**src/rtl/gray_updown_counter.sv**
```systemverilog
// gray_updown_counter: up/down Gray-code counter built from per-bit toggle cells steered by a parity flop,
// with clear/load, wrap or saturate at the range ends, a binary view and end-of-range flags.
module gray_updown_counter #(
   parameter int               WIDTH      = 4,
   parameter bit               SATURATE   = 1'b0,
   parameter logic [WIDTH-1:0] RESET_GRAY = '0
) (
   input  logic             clk,
   input  logic             rst,
   input  logic             clr,
   input  logic             load,
   input  logic [WIDTH-1:0] load_gray,
   input  logic             enable,
   input  logic             up_n_dn,
   output logic [WIDTH-1:0] gray,
   output logic [WIDTH-1:0] bin,
   output logic             parity,
   output logic             at_max,
   output logic             at_min,
   output logic             wrap
);
   logic [WIDTH-1:0] gray_q, gray_d, tog, zero_below;
   logic             parity_q, parity_d, wrap_q, wrap_d, sel, at_edge;

   assign gray   = gray_q;
   assign parity = parity_q;
   assign wrap   = wrap_q;
   assign at_max = gray_q == {1'b1, {(WIDTH-1){1'b0}}};
   assign at_min = gray_q == '0;

   always_comb begin
      bin[WIDTH-1] = gray_q[WIDTH-1];
      for (int k = WIDTH-2; k >= 0; k--) bin[k] = bin[k+1] ^ gray_q[k];
   end

   // Bit 0 toggles on odd-parity-relative steps; otherwise the cell above the lowest set bit toggles.
   always_comb begin
      sel           = up_n_dn ^ parity_q;
      zero_below[0] = 1'b1;
      for (int k = 1; k < WIDTH; k++) zero_below[k] = zero_below[k-1] & ~gray_q[k-1];
      tog    = '0;
      tog[0] = sel;
      for (int k = 1; k < WIDTH-1; k++) tog[k] = ~sel & gray_q[k-1] & zero_below[k-1];
      tog[WIDTH-1] = ~sel & (gray_q[WIDTH-1] | gray_q[WIDTH-2]) & zero_below[WIDTH-2];
      if (at_min && !up_n_dn) tog = {1'b1, {(WIDTH-1){1'b0}}};
      at_edge  = up_n_dn ? at_max : at_min;
      gray_d   = gray_q;
      parity_d = parity_q;
      wrap_d   = 1'b0;
      if (clr) begin
         gray_d   = '0;
         parity_d = 1'b0;
      end else if (load) begin
         gray_d   = load_gray;
         parity_d = ^load_gray;
      end else if (enable) begin
         wrap_d = at_edge;
         if (!(SATURATE && at_edge)) begin
            gray_d   = gray_q ^ tog;
            parity_d = ~parity_q;
         end
      end
   end

   always_ff @(posedge clk or posedge rst) begin
      if (rst) begin
         gray_q   <= RESET_GRAY;
         parity_q <= ^RESET_GRAY;
         wrap_q   <= 1'b0;
      end else begin
         gray_q   <= gray_d;
         parity_q <= parity_d;
         wrap_q   <= wrap_d;
      end
   end
endmodule
```
**config.mk**
```make
export PLATFORM = sky130hd
export DESIGN_NAME = gray_updown_counter
export DESIGN_NICKNAME = d
export VERILOG_FILES = /design/src/rtl/gray_updown_counter.sv
export SDC_FILE = /design/constraint.sdc
export NUM_CORES = 1
export LEC_CHECK = 0
export BUFFER_PORTS_ARGS = -buffer_cell sky130_fd_sc_hd__buf_2
export CAP_MARGIN = 20
export CORE_UTILIZATION = 25
export DETAILED_ROUTE_END_ITERATION = 6
export GPL_TIMING_DRIVEN = 1
export PLACE_DENSITY = 0.47
export SYNTH_ARGS = -nofsm -noshare
export SYNTH_HDL_FRONTEND = slang
export SYNTH_SLANG_ARGS = --single-unit
```
**constraint.sdc**
```tcl
create_clock -name clk -period 2.95 [get_ports clk]
set_input_delay 0.295 -clock clk [delete_from_list [all_inputs] [get_ports clk]]
set_output_delay 0.295 -clock clk [all_outputs]
set_load 0.02 [all_outputs]
```
==> impl_metrics.ini <==
[worst_setup_path]
path_cells = inv_1, ha_1, xor2_1, xor2_1, buf_2
rr_startpoint = gray[3]
r2r-end = gray[3]
critPathMaxFanout = 5
crit_buf_inv = 2
critPathKind = reg -> out
cpLargestDelayFamily = flip-flops
cp-start-kind = flop
critical_path_arrival_ns = 1.60
crit_top_cell = xor2_1
cp-end-kind = output port
crit_path_max_incr_delay_ns = 0.40
ff2ff_setup_slack_ns = 1.56
cp_slowest_cell = dfrtp_1
required_ns = 2.65
reg2reg_depth = 6

[die]
die-width_um = 46.6
coreArea_um2 = 1800
start_util_pct = 27.6
die-area_um2 = 2170
ios = 22
die_h_um = 46.6
num_rows = 15

[synth]
synth_edf_count = 0
synth.largest_area_cell = dfrtp_1
synthDistinctLibCells = 26
async_flop_share_pct = 100
ys_ff_latch = 6
ys_seq_area_share_pct = 30.2
syn-cell-area_um2 = 498
yosysWarnings = 0
synth_cells = 54
syn_area_per_cell_um2 = 9.22
synth_nets = 66
yosys-top-cells-area = dfrtp_1 (30%), xnor2_1 (11%), xor2_1 (7.0%), ha_1 (5.0%), inv_1 (3.8%)
yosysTopAreaCellShare_pct = 30.2
synthTopCellsByCount = dfrtp_1 (6), xnor2_1 (6), inv_1 (5), nor2_1 (5), xor2_1 (4)
synthFlopType = dfrtp_1

[sta]
hold_viol_final = 0
tns_ns = 0
whs_ns = 0.273
finalCritPeriodShare_pct = 64.4
fmax_mhz = 527
slew_violations = 0
finalCriticalPeriod_ns = 1.90
worstMarginPinSlew_ns = 0.262
timing.final.ws_setup_ns = 1.05
rsz0062_at_grt = no
max_slew_margin_pct = 82.6
setup_viol = 0
skew_ns = 0.00809

[clock_network]
clk_pin_slew_worst_paths_ns = 0.05
clk_latency_ns = 0.24
htreeDepth = 1
cts_max_path_buffers = 2
cts-root-buf = clkbuf_4
ctsResizeCount = 0
cts_tree = done
numClockSinks = 6
cts_buffers = 3

[drt]
avgRoutedWirePerCell_um = 11.0
drt_iter0_drc = 7
antenna_left = 0
wl_mm = 1.11
via_per_inst = 4.49
drc_errors = 0
drt_pre_antenna_iters = 2
vias = 453

[grt]
grt_pass1_wl_mm = 1.73
grt.total_usage_pct = 12.4
grt_overflow = 0
grt_pass1_vias = 398
antenna_found_initial = 0
grt_max_degree = 10

[run]
maxCapViolCount = 0

[hold_path]
hp-class = in -> reg
hold_start = clr
hold_depth = 2
hold_end = gray[2]

[placed_design]
gp_congestion = 0.807
place_ws_ns = 1.32
port_buffers = 21
dp_cells = 97
dp.final_hpwl_um = 887

[final_layout]
regArea_um2 = 150
fin_nets = 90
multi_input_comb_area_um2 = 305
drive_gt1_share_pct = 35.5
stdcell_count = 101
area_growth_pct = 29.1
nFillCells = 211
insertedDiodeCount = 0

[pwr]
power.density_nw_per_um2 = 444
p_leak_nw = 0.323
finalPower_w = 0.000286
ir_worst_vdd_uv = 223

[status]
status = complete, no violations
metrics by stage:
step           cell area (um^2)  util, %
2_1_floorplan               498        -
3_3_place_gp                611     33.9
3_5_place_dp                611     33.9
4_1_cts                     643     35.7
5_1_grt                     643     35.7
6_report                    643     35.7
metal layers:
metal  global-route usage, %  vias up  share of wire [%]
li1                        -      236                  -
met1                    15.8      199                 49
met2                    17.8       16                 44
met3                    7.06        2                5.7
met4                    3.43        0               0.54
met5                       0        -                  0
how the worst max path moves through the flow:
| stage | slack, ns | end | startpoint | depth (start not counted) |
|---|---|---|---|---|
| 2_1_floorplan | 0.81 | bin[0] | gray[3] | 4 |
| 5_1_grt | 0.92 | bin[0] | gray[3] | 5 |
| 4_1_cts | 1.06 | bin[0] | gray[3] | 5 |
| 6_report | 1.05 | bin[0] | gray[3] | 5 |
| 3_3_place_gp | 1.39 | bin[0] | gray[3] | 5 |
| 3_5_place_dp | 1.32 | bin[0] | gray[3] | 5 |
logic make-up after synthesis:
family	count (synthesis)	share of synthesized area, %
flip-flops	6	30.1
AO/OA/AOI/OAI	9	14.3
adder cells (fa/ha/maj)	2	5.02
multiplexers	1	2.26
AND/OR/NAND/NOR	18	22.1
buffers and inverters	8	8.54
XOR/XNOR	10	17.6
registers in the layout (all words and copies together), names as in the netlist:
register,flops
gray,4
parity,1
wrap,1
cell usage in the layout, fill, tap and decap left out, types with 2 or more instances in the layout:
cell      Yosys  final
a211oi_1      2      2
a221oi_1      2      2
and2_1        2      2
buf_2         1     21
clkbuf_4      0      3
dfrtp_1       6      6
ha_1          2      2
inv_1         5      5
nand2_1       2      2
nand2b_1      3      3
nor2_1        5      5
xnor2_1       6      6
xor2_1        4      4
area by class of cell:
| type | count | share of cell area, % |
|---|---|---|
| multi-input cells | 40 | 47.5 |
| clock buffers | 3 | 3.50 |
| repair buffers | 22 | 17.9 |
| flip-flops and latches | 6 | 23.3 |
| well taps | 25 | 4.86 |
| inverters | 5 | 2.92 |
repair_timing:
action | in CTS | in global routing
hold buffers | 1 | 0
buffers inserted | 0 | 0
endpoints found under the hold margin | 6 | 0
power by group:
group	internal, W	total (W)	switching (W)	leakage, nW
Combinational	0.0000461	0.000112	0.0000662	0.231
Sequential	0.0000889	0.0000989	0.0000100	0.0786
Clock	0.0000459	0.0000745	0.0000286	0.0138
Total	0.000181	0.000286	0.000105	0.323
(Power assumes the default switching activity.)
